[src/rtl/btb_pkg.sv]
// btb_pkg: shared types, counter encodings and geometry helpers for the BTB.
//   btb_entry_t  - one BTB entry (valid, tag, target, ctr); tag and target
//                  fields are BTB_ADDR_W wide, and narrower values are zero-extended.
//   CTR_*        - 2-bit direction counter states.
//   btb_idx_w / btb_tag_w - set-index and tag widths for a given geometry.
package btb_pkg;

   localparam int BTB_ADDR_W = 32;

   localparam logic [1:0] CTR_SNT = 2'd0;
   localparam logic [1:0] CTR_WNT = 2'd1;
   localparam logic [1:0] CTR_WT  = 2'd2;
   localparam logic [1:0] CTR_ST  = 2'd3;

   typedef struct packed {
      logic                  valid;
      logic [BTB_ADDR_W-1:0] tag;
      logic [BTB_ADDR_W-1:0] target;
      logic [1:0]            ctr;
   } btb_entry_t;

   function automatic int btb_idx_w(input int entries, input int ways);
      return $clog2(entries / ways);
   endfunction

   function automatic int btb_tag_w(input int addr_w, input int entries, input int ways);
      return addr_w - btb_idx_w(entries, ways) - 2;
   endfunction

endpackage

[src/rtl/btb_sat_ctr.sv]
// btb_sat_ctr: 2-bit saturating direction counter next-state logic.
//   i_ctr   - current counter value
//   i_taken - resolved branch outcome
//   o_ctr   - next counter value (saturates at CTR_SNT / CTR_ST)
module btb_sat_ctr
   import btb_pkg::*;
(
   input  logic [1:0] i_ctr,
   input  logic       i_taken,
   output logic [1:0] o_ctr
);

   assign o_ctr = i_taken ? ((i_ctr == CTR_ST)  ? CTR_ST  : i_ctr + 2'd1)
                          : ((i_ctr == CTR_SNT) ? CTR_SNT : i_ctr - 2'd1);

endmodule

[src/rtl/btb_assoc.sv]
// btb_assoc: set-associative branch target buffer with 2-bit direction counters.
//   clk, reset (async, active-low)
//   pc -> pred_hit / pred_taken / pred_target : combinational fetch lookup
//   upd_valid, upd_pc, upd_taken, upd_target  : execute-stage training
//   flush                                     : invalidate all entries
// Optional macro BTB_FWD_EN: forward a same-cycle update on upd_pc == pc to the outputs.
module btb_assoc
   import btb_pkg::*;
#(
   parameter int         ADDR_W   = 32,
   parameter int         ENTRIES  = 16,
   parameter int         WAYS     = 2,
   parameter logic [1:0] CTR_INIT = 2'b10
) (
   input  logic              clk,
   input  logic              reset,
   input  logic [ADDR_W-1:0] pc,
   output logic              pred_hit,
   output logic              pred_taken,
   output logic [ADDR_W-1:0] pred_target,
   input  logic              upd_valid,
   input  logic [ADDR_W-1:0] upd_pc,
   input  logic              upd_taken,
   input  logic [ADDR_W-1:0] upd_target,
   input  logic              flush
);

   localparam int SETS  = ENTRIES / WAYS;
   localparam int IDX_W = btb_idx_w(ENTRIES, WAYS);
   localparam int TAG_W = btb_tag_w(ADDR_W, ENTRIES, WAYS);

   btb_entry_t r_ent [SETS][WAYS];

   logic [IDX_W-1:0]      w_idx, w_uidx;
   logic [TAG_W-1:0]      w_ptag, w_uptag;
   logic [BTB_ADDR_W-1:0] w_tag, w_utag;
   logic                  w_hit, w_htkn, w_uhit, w_uhway, w_vic, w_way, w_lru, w_we;
   logic [ADDR_W-1:0]     w_htgt, w_utgt;
   logic [1:0]            w_uctr, w_ctr_nxt;
   btb_entry_t            w_new;
   logic                  w_unused;

   assign w_idx   = pc[IDX_W+1:2];
   assign w_uidx  = upd_pc[IDX_W+1:2];
   assign w_ptag  = pc[ADDR_W-1:IDX_W+2];
   assign w_uptag = upd_pc[ADDR_W-1:IDX_W+2];
   assign w_tag   = BTB_ADDR_W'(w_ptag);
   assign w_utag  = BTB_ADDR_W'(w_uptag);
   // Byte offset within the instruction word plays no part in indexing or tagging.
   assign w_unused = ^{pc[1:0], upd_pc[1:0]};

   // Descending scan so way 0 wins a (never expected) double hit and the lowest invalid way is the victim.
   always_comb begin
      w_hit   = 1'b0;
      w_htkn  = 1'b0;
      w_htgt  = '0;
      w_uhit  = 1'b0;
      w_uhway = 1'b0;
      w_utgt  = '0;
      w_uctr  = '0;
      w_vic   = w_lru;
      for (int i = WAYS - 1; i >= 0; i--) begin
         if (r_ent[w_idx][i].valid && r_ent[w_idx][i].tag == w_tag) begin
            w_hit  = 1'b1;
            w_htkn = r_ent[w_idx][i].ctr[1];
            w_htgt = r_ent[w_idx][i].target[ADDR_W-1:0];
         end
         if (r_ent[w_uidx][i].valid && r_ent[w_uidx][i].tag == w_utag) begin
            w_uhit  = 1'b1;
            w_uhway = 1'(i);
            w_utgt  = r_ent[w_uidx][i].target[ADDR_W-1:0];
            w_uctr  = r_ent[w_uidx][i].ctr;
         end
         if (!r_ent[w_uidx][i].valid) w_vic = 1'(i);
      end
   end

   btb_sat_ctr u_ctr (
      .i_ctr   (w_uctr),
      .i_taken (upd_taken),
      .o_ctr   (w_ctr_nxt)
   );

   assign w_way = w_uhit ? w_uhway : w_vic;
   assign w_we  = upd_valid && !flush && (w_uhit || upd_taken);

   always_comb begin
      w_new.valid  = 1'b1;
      w_new.tag    = w_utag;
      w_new.target = BTB_ADDR_W'(upd_taken ? upd_target : w_utgt);
      w_new.ctr    = w_uhit ? w_ctr_nxt : CTR_INIT;
   end

   always_ff @(posedge clk or negedge reset) begin
      if (!reset) begin
         for (int s = 0; s < SETS; s++)
            for (int w = 0; w < WAYS; w++) r_ent[s][w] <= '0;
      end else if (flush) begin
         for (int s = 0; s < SETS; s++)
            for (int w = 0; w < WAYS; w++) r_ent[s][w].valid <= 1'b0;
      end else if (w_we) begin
         for (int w = 0; w < WAYS; w++)
            if (1'(w) == w_way) r_ent[w_uidx][w] <= w_new;
      end
   end

   if (WAYS == 2) begin : g_lru
      logic [SETS-1:0] r_lru;
      always_ff @(posedge clk or negedge reset) begin
         if (!reset) r_lru <= '0;
         else if (w_we) r_lru[w_uidx] <= ~w_way;
      end
      assign w_lru = r_lru[w_uidx];
   end else begin : g_nolru
      assign w_lru = 1'b0;
   end

`ifdef BTB_FWD_EN
   logic w_fwd;
   assign w_fwd = upd_valid && !flush && (upd_pc == pc);
   // When forwarding, upd_pc == pc so the update-side counter is the looked-up entry's counter.
   always_comb begin
      pred_hit    = w_hit || (w_fwd && upd_taken);
      pred_taken  = w_fwd ? (upd_taken || (w_hit && w_ctr_nxt[1])) : (w_hit && w_htkn);
      pred_target = (w_fwd && upd_taken) ? upd_target : (w_hit ? w_htgt : '0);
   end
`else
   always_comb begin
      pred_hit    = w_hit;
      pred_taken  = w_hit && w_htkn;
      pred_target = w_hit ? w_htgt : '0;
   end
`endif

endmodule

[config.mk]
export PLATFORM = sky130hd
export DESIGN_NAME = btb_assoc
export DESIGN_NICKNAME = d
export VERILOG_FILES = /design/src/rtl/btb_pkg.sv /design/src/rtl/btb_sat_ctr.sv /design/src/rtl/btb_assoc.sv
export SDC_FILE = /design/constraint.sdc
export NUM_CORES = 2
export LEC_CHECK = 0
export ABC_CLOCK_PERIOD_IN_PS = 5550
export CORE_MARGIN = 1
export CORE_UTILIZATION = 40
export DETAILED_ROUTE_END_ITERATION = 12
export HOLD_SLACK_MARGIN = 0.05
export PLACE_DENSITY = 0.53
export SYNTH_ARGS = -nofsm -noshare
export SYNTH_HDL_FRONTEND = slang
export SYNTH_HIERARCHICAL = 1
export SYNTH_SLANG_ARGS = --single-unit
[constraint.sdc]
create_clock -name clk -period 5.55 [get_ports clk]
set_input_delay 0.555 -clock clk [delete_from_list [all_inputs] [get_ports clk]]
set_output_delay 0.555 -clock clk [all_outputs]
set_load 0.05 [all_outputs]
Yosys cells after proc, flatten, opt, wreduce, memory -nomap -nowiden
Cells that the tools add are included.
{"block": "word_totals", "regBits": 1080, "latch_bits": 0, "mem_bits_rw": 0, "rom_bits": 0, "inputBits": 101, "output_inout_bits": 34, "word_cells": 155, "mem_count": 0}
{"block": "classes", "addsub": 2, "mul": 0, "div": 0, "magnitude_cmp": 5, "n_eq_ne": 5, "shifts": 0, "muxes": 60, "bitwise_logic": 4, "reduce_logical": 14}
{"cell": "1072-bit two-way mux", "n": 5}
{"cell": "1072-bit bitwise mux", "n": 2}
{"cell": "134-bit binary-select mux with 3-bit select", "n": 2}
{"cell": "134-bit demux with 3-bit select", "n": 2}
{"cell": "134-bit two-way mux", "n": 5}
{"cell": "32-bit two-way mux", "n": 6}
{"cell": "32-bit by 27-bit == test with 1-bit output", "n": 4}
{"cell": "67-bit two-way mux", "n": 1}
{"cell": "1-bit two-way mux", "n": 28}
{"cell": "2-bit two-way mux", "n": 6}
{"cell": "1-bit logical AND", "n": 9}
{"cell": "8-bit bitwise mux", "n": 1}
{"cell": "4-bit greater-or-equal comparator (second input constant)", "n": 2}
{"cell": "3-bit NOT with 4-bit output", "n": 2}
{"cell": "3-bit by 4-bit < comparator with 1-bit output (second input constant)", "n": 1}
{"cell": "4-bit by 1-bit < comparator with 1-bit output (second input constant)", "n": 1}
{"cell": "1-bit binary-select mux with 3-bit select", "n": 1}
{"cell": "1-bit demux with 3-bit select", "n": 1}
{"cell": "3-bit by 1-bit greater-or-equal comparator with 1-bit output (second input constant)", "n": 1}
{"cell": "2-bit by 1-bit adder with 2-bit output (second input constant)", "n": 1}
{"cell": "2-bit == test (second input constant)", "n": 1}
{"cell": "2-bit logical NOT", "n": 1}
{"cell": "1-bit NOT", "n": 2}
{"cell": "2-bit AND reduction", "n": 1}
{"cell": "other kinds (4)", "n": 4}

Logic depth before layout (Yosys ltp)
{"block": "depth", "word_depth": 20, "depth_mapped": 20, "mapped_depth_nobuf": 13}

Modules after synthesis
Netlist, hierarchy kept.
{"module": "btb_assoc", "n_inst": 1, "cells_each": 4044, "area_each_um2": 54223.3}
{"module": "btb_sat_ctr", "n_inst": 1, "cells_each": 3, "area_each_um2": 26.3}

Least setup slack after synthesis
OpenSTA, ideal clock, no wires.
{"block": "synth_path", "path_kind": "input -> output", "from": "input port pc[2]", "to": "output port pred_target[0]", "arrival_ns": 4.436, "required_time_ns": 4.995, "path_slack_ns": 0.559, "cell_stages": 13, "n_path_buf": 5, "cell_sequence": "buf_2 > buf_2 > buf_2 > buf_1 > mux4_2 > mux2i_1 > xnor2_1 > a2111oi_0 > nand4_1 > nor3_1 > clkbuf_1 > nand3_1 > o21ai_0"}
{"block": "synth_via", "elab_chain_len": 9, "elab_cells_between_ends": 13, "cone_classes": "eq/ne: 2; mux: 8; bitwise: 1; reduce/logical: 2"}
{"item": "start, declared", "line_no": "btb_assoc.sv:17", "text": "input logic [ADDR_W-1:0] pc,"}
{"item": "3-bit NOT with 4-bit output (not written as such) (*)", "line_no": "btb_assoc.sv:63, btb_assoc.sv:66"}
{"item": "134-bit binary-select mux with 3-bit select (*)", "line_no": "btb_assoc.sv:63, btb_assoc.sv:66"}
{"item": "134-bit two-way mux (not written as such) (*) (2 in a row)", "line_no": "btb_assoc.sv:66", "text": "w_htgt = r_ent[w_idx][i].target[ADDR_W-1:0];"}
{"item": "32-bit by 27-bit == test with 1-bit output", "line_no": "btb_assoc.sv:63", "text": "if (r_ent[w_idx][i].valid && r_ent[w_idx][i].tag == w_tag) begin"}
{"item": "1-bit logical AND", "line_no": "btb_assoc.sv:63"}
{"item": "32-bit two-way mux or 1-bit two-way mux (tied branches) (2 in a row)", "line_no": "btb_assoc.sv:63"}
{"item": "32-bit two-way mux (*)", "line_no": "btb_assoc.sv:131", "text": "pred_target = w_hit ? w_htgt : '0;"}
{"item": "end, declared", "line_no": "btb_assoc.sv:20", "text": "output logic [ADDR_W-1:0] pred_target,"}
Every way passes the cells marked *; elsewhere a longest branch is shown, timed or not. The select of a mux whose other input is x is not followed.

Final worst setup path
{"block": "layout_path", "from": "input port pc[2]", "to": "output port pred_target[11]"}
The elaborated chain is that of the path after synthesis.

==> out/results.ini <==
[status]
status=complete, no violations

[clocking]
ctsLongestPathBuffers=3
cts_root_buf=clkbuf_16
clkSinkCount=1000
post_cts_buffers=0
clk_pin_slew_ps=60
hold_buffers=1
cts_htree_levels=3
insertion_delay_ps=740
cts.repair.resized=0
tritoncts=built
cts_made_buffers=113

[critical_path]
r2r_slack_ps=1090
ff2ff_path_depth=11
critical_path_required_ps=4990
cp_slowest_stage_delay_ps=540
cpMaxStageDelayCell=mux4_2
path_max_fanout=34
path_cells=buf_8 > buf_4 > mux4_2 > mux2i_1 > xnor2_1 > nor4_1 > nand3_1 > nor3_2 > buf_12 > nand3_1 > o21ai_0 > buf_4 > buf_12
critPathArrivalTime_ps=4320
critical_path_class=in -> out
end_kind=output pin
cp-start-kind=input port

[logic_synthesis]
synth.ff_latch_count=1000
synth-main-ff-cell=dfrtp_1
ys_warn_count=6
netlist_top_cells_area=dfrtp_1, mux2_2, mux4_2, mux2i_1, nand2_1
synth_edf_count=0
seq_area_frac_synth=0.4613
syn-num-nets=4148
synth.most_common_cell=dfrtp_1
ys_types=72
ys_top_cells_by_count=dfrtp_1, mux2_2, mux4_2
synth_area_um2=54250
synth_top_area_frac=0.4613
syn_avg_cell_area_um2=13.40
async_flop_share=1.000
yosysTopAreaCell=dfrtp_1
synth_cells=4047

[sta]
hold_violations=0
worst_slew_pin_slew_ps=1016
setup_violations=0
layout_min_cycle_time_ps=4875
slew_viol_final=0
min_period_over_period=0.8785
clock_skew_ps=34.34
fmax_ghz=0.2051
rsz0062_at_grt=false
relSlewSlack=0.3207
finalSetupTns_ps=0
whs_ps=454.1

[hold_path]
min_path_type=in -> async

[placed_design]
place_area_um2=59580
hpwlAfterDp_um=122400
gp_congestion=0.8917
dp_cells=5840
portBuffers=130

[detailed_routing]
met3WireLength_um=13270
top_layer_used=met5
drt-met1-wl_um=83790
drt_iter0_drc=3300
wl_met2_um=88050
wl_per_cell_um=31.42
ant_nets=0
drcViolationCount=0
viasPerCell=6.182
vias=37395
routed_wl_um=190100
dr.pass1.iters=5

[power]
p_clk_frac=0.386
p_sw_frac=0.2753
power.leakage_nw=28.62
seq_power_share=0.445
ir_drop_mv=0.2506
combPwrFrac=0.169
p_sw_w=0.005484
p_int_w=0.01443
power_density_nw_per_um2=314.4

[layout]
layout-drive-gt1-share=0.4239
fin_nets=4289
instances_no_fill=6049
final_area_um2=63350
fillCellCount=11878
area_growth_pct=16.78

[global_routing]
grt_pass1_wl_um=278400
grt_max_degree=166
grt_use_total=0.2791
grt-ovfl-total=0
grt_pass1_vias=38269
antenna_found_initial=12

[run]
maxCapViolCount=0

[floorplan]
die-area_um2=137100
coreArea_um2=134000
start_util=0.4050
row_count=134
pin_count=135
die_w_um=370.3
chipHeight_um=370.3

critical path, delay by kind of cell:
| kind | cells | cell delay, ps |
|---|---|---|
| AOI/OAI and AO/OA | 1 | 180 |
| buffers and inverters | 5 | 1260 |
| xor gates and xnor gates | 1 | 120 |
| and+or+nand+nor | 4 | 980 |
| muxes | 2 | 1070 |
routing by layer:
metal | GRT usage | up-vias
met5 | 0 | -
met4 | 0.07915 | 8
met3 | 0.05480 | 284
met2 | 0.4356 | 1244
met1 | 0.3941 | 20164
li1 | - | 15695
flip-flops by register name (all words and copies together), names as in the netlist:
| signal | flops |
|---|---|
| r_ent | 992 |
| g_lru.r_lru | 8 |
stage by stage:
stage	utilization	power (W)	setup WS, ps
6_report	0.4729	0.01992	674.5
5_1_grt	0.4728	0.02073	446.0
4_1_cts	0.4728	0.02003	663.7
3_5_place_dp	0.4447	0.01233	288.6
3_3_place_gp	0.4447	0.01225	269.7
2_1_floorplan	-	0.01104	559.3
cell families after synthesis:
logic type / count (synthesis) / share of synthesized area
AOI/OAI and AO/OA: 479 / 0.06456
xor gates and xnor gates: 84 / 0.01356
adders and majority gates: 2 / 0.0004151
buffers and inverters: 420 / 0.03437
DFF: 1000 / 0.4613
muxes: 1549 / 0.3814
and+or+nand+nor: 513 / 0.04447
final timing paths:
check | from | endpoint
setup / recovery | pc[2] | pred_target[11]
hold / removal | reset | r_ent[186]$_DFFE_PN0P_
setup reg to reg | r_ent[121]$_DFFE_PN0P_ | r_ent[364]$_DFFE_PN0P_
hold reg to reg | r_ent[402]$_DFFE_PN0P_ | r_ent[402]$_DFFE_PN0P_
max in group asynchronous | reset | r_ent[224]$_DFFE_PN0P_
min in group clk | r_ent[402]$_DFFE_PN0P_ | r_ent[402]$_DFFE_PN0P_
cell type report:
| cell class | instances | area (µm²) | share of cell area |
|---|---|---|---|
| antenna | 4 | 10.01 | 0.0001580 |
| clock buffer | 165 | 3303 | 0.05214 |
| clock inverter | 39 | 451.7 | 0.007130 |
| inverter | 30 | 112.6 | 0.001777 |
| multi-input combinational | 2627 | 27540 | 0.4348 |
| sequential | 1000 | 25020 | 0.3950 |
| tap | 1768 | 2212 | 0.03492 |
| timing repair buffer | 416 | 4695 | 0.07410 |
cell usage in the layout, fill, tap and decap left out, types with 51 or more instances in the layout:
| cell | count |
|---|---|
| o21ai_0 | 82 |
| buf_12 | 104 |
| clkbuf_16 | 113 |
| a22oi_1 | 86 |
| o22ai_1 | 61 |
| buf_4 | 216 |
| xnor2_1 | 51 |
| mux2_2 | 939 |
| mux4_2 | 316 |
| nor2_1 | 95 |
| dfrtp_1 | 1000 |
| a21oi_1 | 62 |
| clkdlybuf4s50_1 | 88 |
| mux2i_1 | 250 |
| nand2_1 | 210 |
power groups by stage:
stage	Clock (W)	Combinational (W)	Sequential, W
5_1_grt	0.00813	0.00361	0.00898
3_3_place_gp	0	0.00331	0.00895
6_report	0.00768	0.00337	0.00887
3_5_place_dp	0	0.00336	0.00897
4_1_cts	0.00782	0.00337	0.00884
2_1_floorplan	0	0.00231	0.00873
(Power assumes the default switching activity.)
